==> config.mk <==
export PLATFORM = sky130hd
export DESIGN_NAME = axis_sync_fifo_stat_flat
export DESIGN_NICKNAME = d
export VERILOG_FILES = /design/src/rtl/axis_sync_fifo_stat_if.sv /design/src/rtl/axis_sync_fifo_stat.sv /design/src/flat_wrapper.sv
export SDC_FILE = /design/constraint.sdc
export NUM_CORES = 1
export LEC_CHECK = 0
export ABC_AREA = 1
export CAP_MARGIN = 15
export CELL_PAD_IN_SITES_DETAIL_PLACEMENT = 0
export CELL_PAD_IN_SITES_GLOBAL_PLACEMENT = 2
export CORE_UTILIZATION = 32
export DETAILED_ROUTE_END_ITERATION = 6
export PLACE_DENSITY_LB_ADDON = 0.3
export SYNTH_ARGS = -nofsm -noshare
export SYNTH_HDL_FRONTEND = slang
export SYNTH_SLANG_ARGS = --single-unit
==> constraint.sdc <==
create_clock -name clk -period 2.79 [get_ports clk]
set_input_delay 0.4185 -clock clk [delete_from_list [all_inputs] [get_ports clk]]
set_output_delay 0.4185 -clock clk [all_outputs]
set_load 0.02 [all_outputs]
==> src/rtl/axis_sync_fifo_stat_if.sv <==
// AXI-Stream handshake bundle shared by the stream FIFO family.
//   tvalid : producer has a word on tdata
//   tready : consumer accepts the word this cycle
//   tdata  : payload, TDATA_WIDTH bits
// Modport m is the producer side, s is the consumer side.
interface axis_if #(
  parameter int TDATA_WIDTH = 32
);
  logic                   tvalid;
  logic                   tready;
  logic [TDATA_WIDTH-1:0] tdata;

  modport m (output tvalid, output tdata, input tready);
  modport s (input tvalid, input tdata, output tready);
endinterface

==> src/rtl/axis_sync_fifo_stat.sv <==
// Synchronous AXI-Stream FIFO with live occupancy, almost-full/almost-empty
// flags and a synchronous flush. Storage is an output register that drives
// axis_mif directly, backed by a DEPTH-1 entry asynchronous-read RAM whose
// pointers wrap explicitly, so any DEPTH >= 2 is supported.
// Ports:
//   clk          : clock, rising edge
//   rst          : synchronous active-high reset (priority over flush)
//   axis_sif     : input stream (consumer side)
//   axis_mif     : output stream (producer side), same width as axis_sif
//   flush        : synchronous discard of all contents
//   count        : current occupancy including the output register
//   almost_full  : count >= AFULL_THRESH
//   almost_empty : count <= AEMPTY_THRESH
// Every output is a register; axis_mif.tready only reaches axis_sif.tready
// through the registered count.
module axis_sync_fifo_stat #(
  parameter  int unsigned DEPTH         = 5,
  parameter  int unsigned AFULL_THRESH  = DEPTH - 1,
  parameter  int unsigned AEMPTY_THRESH = 1,
  localparam int unsigned CW            = $clog2(DEPTH + 1)
) (
  input  logic          clk,
  input  logic          rst,
  axis_if.s             axis_sif,
  axis_if.m             axis_mif,
  input  logic          flush,
  output logic [CW-1:0] count,
  output logic          almost_full,
  output logic          almost_empty
);

  localparam int unsigned W    = $bits(axis_sif.tdata);
  localparam int unsigned RD   = DEPTH - 1;
  localparam int unsigned ADDR = (RD > 1) ? $clog2(RD) : 1;

  localparam logic [CW-1:0]   DEPTH_C = CW'(DEPTH);
  localparam logic [CW-1:0]   AF_C    = CW'(AFULL_THRESH);
  localparam logic [CW-1:0]   AE_C    = CW'(AEMPTY_THRESH);
  localparam logic [CW-1:0]   TWO_C   = CW'(2);
  localparam logic [ADDR-1:0] LAST_C  = ADDR'(DEPTH - 2);

  if (DEPTH < 2) begin : g_bad_depth
    $fatal(1, "axis_sync_fifo_stat: DEPTH must be >= 2");
  end
  if (AFULL_THRESH < 1 || AFULL_THRESH > DEPTH) begin : g_bad_afull
    $fatal(1, "axis_sync_fifo_stat: AFULL_THRESH must be in 1..DEPTH");
  end
  if (AEMPTY_THRESH > DEPTH - 1) begin : g_bad_aempty
    $fatal(1, "axis_sync_fifo_stat: AEMPTY_THRESH must be in 0..DEPTH-1");
  end
  if ($bits(axis_sif.tdata) != $bits(axis_mif.tdata)) begin : g_bad_width
    $fatal(1, "axis_sync_fifo_stat: axis_sif and axis_mif widths differ");
  end

  logic [W-1:0]    ram [RD];
  logic [ADDR-1:0] wptr;
  logic [ADDR-1:0] rptr;
  logic [CW-1:0]   count_q;
  logic [CW-1:0]   count_d;
  logic            tvalid_q;
  logic [W-1:0]    tdata_q;
  logic            tready_q;

  logic push;
  logic pop;
  logic ram_empty;
  logic direct;
  logic ram_wr;
  logic ram_rd;

  function automatic logic [ADDR-1:0] next_ptr(input logic [ADDR-1:0] p);
    return (p == LAST_C) ? '0 : p + 1'b1;
  endfunction

  // The output register always fills first, so RAM occupancy is count-1
  // whenever count is non-zero; the RAM is empty exactly when count < 2.
  always_comb begin
    push      = axis_sif.tvalid && tready_q;
    pop       = tvalid_q && axis_mif.tready;
    ram_empty = (count_q < TWO_C);
    direct    = !tvalid_q || (pop && ram_empty);
    ram_wr    = push && !direct;
    ram_rd    = pop && !ram_empty;
    count_d   = count_q + CW'(push) - CW'(pop);
  end

  always_ff @(posedge clk) begin
    if (ram_wr && !rst && !flush) begin
      ram[wptr] <= axis_sif.tdata;
    end
  end

  always_ff @(posedge clk) begin
    if (rst) begin
      tvalid_q     <= 1'b0;
      tdata_q      <= '0;
      tready_q     <= 1'b0;
      count_q      <= '0;
      wptr         <= '0;
      rptr         <= '0;
      almost_full  <= 1'b0;
      almost_empty <= 1'b1;
    end else if (flush) begin
      // tdata_q is left untouched; tvalid_q = 0 already hides it.
      tvalid_q     <= 1'b0;
      tready_q     <= 1'b1;
      count_q      <= '0;
      wptr         <= '0;
      rptr         <= '0;
      almost_full  <= 1'b0;
      almost_empty <= 1'b1;
    end else begin
      count_q      <= count_d;
      tready_q     <= (count_d < DEPTH_C);
      almost_full  <= (count_d >= AF_C);
      almost_empty <= (count_d <= AE_C);

      if (ram_wr) begin
        wptr <= next_ptr(wptr);
      end

      if (ram_rd) begin
        tdata_q  <= ram[rptr];
        tvalid_q <= 1'b1;
        rptr     <= next_ptr(rptr);
      end else if (push && direct) begin
        tdata_q  <= axis_sif.tdata;
        tvalid_q <= 1'b1;
      end else if (pop) begin
        tvalid_q <= 1'b0;
      end
    end
  end

  assign axis_sif.tready = tready_q;
  assign axis_mif.tvalid = tvalid_q;
  assign axis_mif.tdata  = tdata_q;
  assign count           = count_q;

endmodule

==> src/flat_wrapper.sv <==
// flat-port wrapper written by rule: the top's interface ports become plain ports
module axis_sync_fifo_stat_flat 
#(
  parameter  int unsigned DEPTH         = 5,
  parameter  int unsigned AFULL_THRESH  = DEPTH - 1,
  parameter  int unsigned AEMPTY_THRESH = 1,
  localparam int unsigned CW            = $clog2(DEPTH + 1)
)
  (clk, rst, flush, count, almost_full, almost_empty, axis_sif_tvalid, axis_sif_tdata, axis_sif_tready, axis_mif_tvalid, axis_mif_tdata, axis_mif_tready);
  axis_if axis_sif_i ();
  axis_if axis_mif_i ();
  input  logic clk;
  input  logic rst;
  input  logic flush;
  output logic [CW-1:0] count;
  output logic almost_full;
  output logic almost_empty;
  input wire logic [$bits(axis_sif_i.tvalid)-1:0] axis_sif_tvalid;
  input wire logic [$bits(axis_sif_i.tdata)-1:0] axis_sif_tdata;
  output wire logic [$bits(axis_sif_i.tready)-1:0] axis_sif_tready;
  output wire logic [$bits(axis_mif_i.tvalid)-1:0] axis_mif_tvalid;
  output wire logic [$bits(axis_mif_i.tdata)-1:0] axis_mif_tdata;
  input wire logic [$bits(axis_mif_i.tready)-1:0] axis_mif_tready;
  assign axis_sif_i.tvalid = axis_sif_tvalid;
  assign axis_sif_i.tdata = axis_sif_tdata;
  assign axis_sif_tready = axis_sif_i.tready;
  assign axis_mif_tvalid = axis_mif_i.tvalid;
  assign axis_mif_tdata = axis_mif_i.tdata;
  assign axis_mif_i.tready = axis_mif_tready;
  axis_sync_fifo_stat #(.DEPTH(DEPTH), .AFULL_THRESH(AFULL_THRESH), .AEMPTY_THRESH(AEMPTY_THRESH)) u_core (.clk(clk), .rst(rst), .axis_sif(axis_sif_i), .axis_mif(axis_mif_i), .flush(flush), .count(count), .almost_full(almost_full), .almost_empty(almost_empty));
endmodule
Word-level counts from Yosys, hierarchy flattened
Memory sizes are Yosys's and may differ from the RTL's. A register that Yosys moved wholly into a read port is not among the register bits.
Index checks and enable logic that the tools add are counted.
{ "word_totals": {"ff_bits": 43, "ramBits": 128, "wordCells": 50, "memories": 1} }
{ "mem_list": {"columns": ["memory", "words", "width", "read_ports", "rd_ports_with_merged_regs", "write_ports", "line", "text"], "rows": [
  ["u_core.ram", 4, 32, 1, 1, 1, "axis_sync_fifo_stat.sv:55", "logic [W-1:0] ram [RD];"]
]} }
{ "op_classes": {"addsub": 4, "magnitude_cmp": 4, "eq_ne": 2, "muxes": 12, "bitwise_logic": 1, "n_reduce_logical": 18} }
{ "op_table": {"columns": ["op", "n"], "rows": [
  ["32-bit 2-to-1 mux", 2],
  ["1-bit logical AND", 8],
  ["2-bit 2-to-1 mux", 4],
  ["1-bit 2-to-1 mux", 6],
  ["1-bit zero test", 5],
  ["2-bit by 1-bit adder with 2-bit output, second input constant", 2],
  ["2-bit equality test, second input constant", 2],
  ["3-bit by 1-bit adder with 3-bit output", 1],
  ["3-bit greater-or-equal comparator, second input constant", 1],
  ["3-bit by 1-bit <= comparator with 1-bit output, second input constant", 1],
  ["3-bit by 2-bit < comparator with 1-bit output, second input constant", 1],
  ["3-bit < comparator, second input constant", 1],
  ["3-bit nonzero test", 1],
  ["3-bit by 1-bit subtractor with 3-bit output", 1],
  ["2-bit AND reduction", 1],
  ["2-bit nonzero test", 1],
  ["2-bit OR reduction", 1],
  ["1-bit logical OR", 1],
  ["1-bit NOT", 1]
]} }

Logic depth before layout (Yosys ltp)
{ "logic_depth": {"depth_word": 9, "ltp_mapped": 11} }

Worst setup path after synthesis
Ideal clock, no wire load.
{ "synth_path": {"path_kind": "register to register", "start": "register u_core.count_q[1] (netlist: u_core.count[1])", "end": "memory u_core.ram[0][0] (netlist bit) (enable)", "setup_time_ps": 421, "arrival_ps": 2542, "path_slack_ps": -173, "path_stages_with_launch": 8, "synth_period_minus_slack_ps": 2963, "path_cell_list": "dfxtp_1 -> inv_1 -> ha_1 -> nand2_1 -> nand2_1 -> nor2_1 -> nand2_1 -> nor2_1"} }
{ "synth_between": {"elab_chain_cells": 9} }
{ "synth_rtl": {"columns": ["element", "line", "text"], "rows": [
  ["start, declared", "axis_sync_fifo_stat.sv:58", "logic [CW-1:0] count_q;"],
  ["start signal, assigned", "axis_sync_fifo_stat.sv:113", "count_q <= count_d;"],
  ["3-bit by 2-bit < comparator with 1-bit output", "axis_sync_fifo_stat.sv:80", "ram_empty = (count_q < TWO_C);"],
  ["1-bit logical AND", "axis_sync_fifo_stat.sv:81", "direct = !tvalid_q || (pop && ram_empty);"],
  ["1-bit logical OR", "axis_sync_fifo_stat.sv:81", null],
  ["1-bit zero test", "axis_sync_fifo_stat.sv:82", "ram_wr = push && !direct;"],
  ["1-bit logical AND", "axis_sync_fifo_stat.sv:82", null],
  ["1-bit logical AND (2 in a row)", "axis_sync_fifo_stat.sv:88", "if (ram_wr && !rst && !flush) begin"],
  ["1-bit 2-to-1 mux", "axis_sync_fifo_stat.sv:88", null],
  ["1-bit 2-to-1 mux (not written as such)", "axis_sync_fifo_stat.sv:89", "ram[wptr] <= axis_sif.tdata;"],
  ["end, declared", "axis_sync_fifo_stat.sv:55", null]
]} }
No other way between the ends.

Worst setup path after layout
{ "layout_path": {"start": "register u_core.count_q[1] (netlist: u_core.count[1])", "end": "memory u_core.ram[0][7] (netlist bit) (enable)"} }
Same word-level chain as after synthesis.

==> metrics.md <==
| Metric | Value |
|---|---|
| Hold endpoint | `u_core.axis_mif.tdata[29]$_SDFFE_PP0P_` |
| Synth area leader | `edfxtp_1` |
| # hold bufs at CTS | `0` |
| Worst hold path startpoint | `u_core.axis_mif.tdata[29]$_SDFFE_PP0P_` |
| Yosys Warn Count | `0` |
| Worst Reg-to-Reg Cells | `8` |
| Worst EP required | `2.88 ns` |
| Fmax | `between 400 and 500 MHz` |
| Period utilization | `75.00%` |
| Core area | `0.02196 mm^2` |
| EDFF count, synth | `128` |
| Most frequent cell after synthesis | `nand2_1` |
| Net switching power | `about 1.1 mW` |
| Seq/Total Area, Yosys | `65.76%` |
| Peak VDD IR | `0.4316 mV` |
| Slew @ Worst Pin | `0.7591 ns` |
| Distinct cells, synth | `20` |
| Worst Hold Depth | `4` |
| Worst setup slack after layout | `0.6974 ns` |
| Syn nets | `798` |
| Sequential Area | `around 0.0047 mm^2` |
| Num ports | `between 70 and 80` |
| DRC | `12` |
| Arrival time at the worst endpoint | `2.18 ns` |
| Tightest Hold Check Type | `reg2reg` |
| PD cells | `about 610 mW/mm^2` |
| CTS Root Cell | `clkbuf_16` |
| Global route overflow | `0` |
| Leak | `3.535 nW` |
| Initial antenna violation count | `1` |
| Layout area overhead | `23.81%` |
| Clock Latency Late Sink | `0.43 ns` |
| Crit path kind | `reg2reg` |
| Via density | `~4.6` |
| Total number of vias | `roughly 5.1k` |
| Drt total wl | `around 18,000 um` |
| Number of buffers added on ports | `75` |
| Die height | `between 150 and 200 um` |
| Placed insts | `between 1k and 1.5k` |
| #FFs+latches synth | `173` |
| Initial Utilization | `between 30% and 40%` |
| Post-Place Worst Slack | `0.3845 ns` |
| Critical Path Fanout Max | `22` |
| Slew margin rel. | `49.39%` |
| Seq pwr share | `51.5%` |
| Met2 usage | `26.97%` |
| Post-CTS Setup Bufs | `0` |
| H-tree depth | `4` |
| Primary FF master, synth | `edfxtp_1` |
| GRT met3 Usage | `2.958%` |
| Share of cells above drive strength 1 | `6.571%` |
| Pint | `approximately 4.3 mW` |
| RR Endpoint | `u_core.ram[0][7]$_DFFE_PP_` |
| Vias in the first global route | `around 5.1k` |
| Number of clock sinks | `roughly 170` |
| Fillers | `~2.1k` |
| CP Capture Type | `register` |
| Final setup viols | `0` |
| Syn Inst Count | `about 750` |
| Max cap viols | `0` |
| Busiest metal layer after global routing | `met2` |
| Overall power | `5.438 mW` |
| Syn avg cell area | `9.581 um^2` |
| Minimum clock period | `~2.1 ns` |
| CTS tree | `yes` |
| Synth top area cells | `edfxtp_1 (53%), nand2_1 (14%), dfxtp_1 (12%)` |
| Die ar. | `~0.023 mm^2` |
| RSZ-0062 raised after global routing | `no` |
| Comb pwr share | `5.8%` |
| Drt first-iter violations | `316` |
| Worst-path clk slew | `0.06 ns` |
| Placer Congestion | `~0.7` |
| Clk_skew | `0.009341 ns` |
| Row count | `54` |
| Fin. Hold Viols | `0` |
| Non-Filler Instances | `1,118` |
| Cell Area, Synth | `a little over 0.007 mm^2` |
| Slew Viols, Final | `0` |
| Antenna-violating nets left | `0` |
| Synth top area share | `53.28%` |
| R2R Setup Slk | `~0.70 ns` |
| Multi-input logic area | `about 0.0021 mm^2` |
| Clock buffer depth | `2` |
| First-pass GRT wire length | `28,140 um` |
| Startpoint Class | `register` |
| Post-cts resize count | `0` |
| Failing checks | `DRC` |
| Iteration count of the initial detailed-routing pass | `7` |
| Top cells by count, synth | `nand2_1 (264), edfxtp_1 (128), nor2_1 (109), nand3_1 (65), inv_1 (48)` |
| Clock network fraction of design power | `42.6%` |
| Sw frac | `between 20 and 25%` |
| Wire per inst | `15.79 um` |
| TritonCTS buffer count | `17` |
| Nets | `869` |
| GRT met1 Usage | `20.32%` |
| Hpwl dp | `9955 um` |
| FF-to-FF Start | `u_core.count[1]$_SDFF_PP0_` |
| Async SR Flop Fraction | `0%` |
| Status | `finished with violations` |
| Die width | `152.2 um` |
| GRT Total Usage | `15.96%` |
| Largest net degree at the start of global routing | `65` |
==> through the flow <==
step / setup TNS (ns) / utilization [%] / area [um^2] / hold WS, ns
3_5_place_dp: 0 / 37.98 / 8339 / 0.5046
4_1_cts: 0 / 40.67 / 8930 / 0.5155
5_1_grt: 0 / 40.67 / 8930 / 0.5442
3_3_place_gp: 0 / 37.98 / 8339 / 0.5043
2_1_floorplan: -22.12 / - / 7214 / 0.4876
6_report: 0 / 40.68 / 8932 / 0.5138
==> power by group through the flow <==
stage / sequential (mW) / clock [mW] / combinational, mW
global placement: 2.86 / 0 / 0.317
floorplan: 2.89 / 0 / 0.110
finish: 2.80 / 2.32 / 0.317
detailed placement: 2.86 / 0 / 0.320
global route: 2.80 / 2.47 / 0.350
CTS: 2.80 / 2.37 / 0.321
==> worst max-delay path, stage by stage, from the launching register on <==
cell     delay (ns)
dfxtp_1        0.33
inv_1          0.07
ha_1           0.25
nand2_1        0.08
nand2_1        0.09
nor2_1         0.17
nand2_1        0.25
nor2_4         0.16
buf_4          0.34
==> worst max path at each step <==
stage,from,end,slack (ns),cells past startpoint
after floorplan,u_core.count[1]$_SDFF_PP0_,u_core.ram[0][0]$_DFFE_PP_,-0.17,7
after global placement,rst,u_core.ram[0][10]$_DFFE_PP_,0.45,5
after CTS,u_core.count[1]$_SDFF_PP0_,u_core.ram[0][4]$_DFFE_PP_,0.67,8
after global routing,u_core.count[1]$_SDFF_PP0_,u_core.axis_mif.tdata[21]$_SDFFE_PP0P_,0.50,10
final,u_core.count[1]$_SDFF_PP0_,u_core.ram[0][7]$_DFFE_PP_,0.70,8
after detailed placement,rst,u_core.ram[0][12]$_DFFE_PP_,0.38,5
==> logic make-up after synthesis <==
family | synth area share [%]
AO/OA/AOI/OAI | 2.914
AND/OR/NAND/NOR | 24.40
buffers and inverters | 5.307
XOR/XNOR | 0.1214
adder cells (fa/ha/maj) | 1.491
flip-flops | 65.76
==> metal layers <==
layer  wire length, um  up-vias
met2              8469      112
met4               272        0
met3               757       17
met5                 0        -
li1                  -     2575
met1              8157     2421
==> layout by cell type (no fill, tap or decap) <==
master	count
nand2_1	264
inv_1	48
clkbuf_8	6
buf_4	9
clkinv_2	3
dfxtp_2	1
xor2_1	1
edfxtp_1	128
clkbuf_16	19
ha_1	7
fa_1	1
clkdlybuf4s50_1	75
nor2_1	105
nand2_4	1
buf_12	6
diode_2	1
nand2_2	1
inv_4	1
o21ai_0	4
clkbuf_1	3
a21oi_1	36
dfxtp_1	44
nand3_1	65
inv_2	2
nor2_4	5
o211a_1	1
or2_2	1
==> state kept, by name (all words and copies together) (netlist names), named ones only <==
signal	flops
u_core.ram	128
u_core.almost_full	1
u_core.count	3
u_core.axis_mif.tvalid	1
u_core.wptr	2
u_core.almost_empty	1
u_core.axis_sif.tready	1
u_core.axis_mif.tdata	32
u_core.rptr	2
==> cell type report <==
class	instances	area share, %
sequential	173	53.13
tap	280	3.922
multi-input combinational	492	23.70
timing repair buffer	90	10.51
clock inverter	4	0.2381
antenna	1	0.02802
inverter	50	2.101
clock buffer	28	6.373
Power figures use the tool's default switching activity.
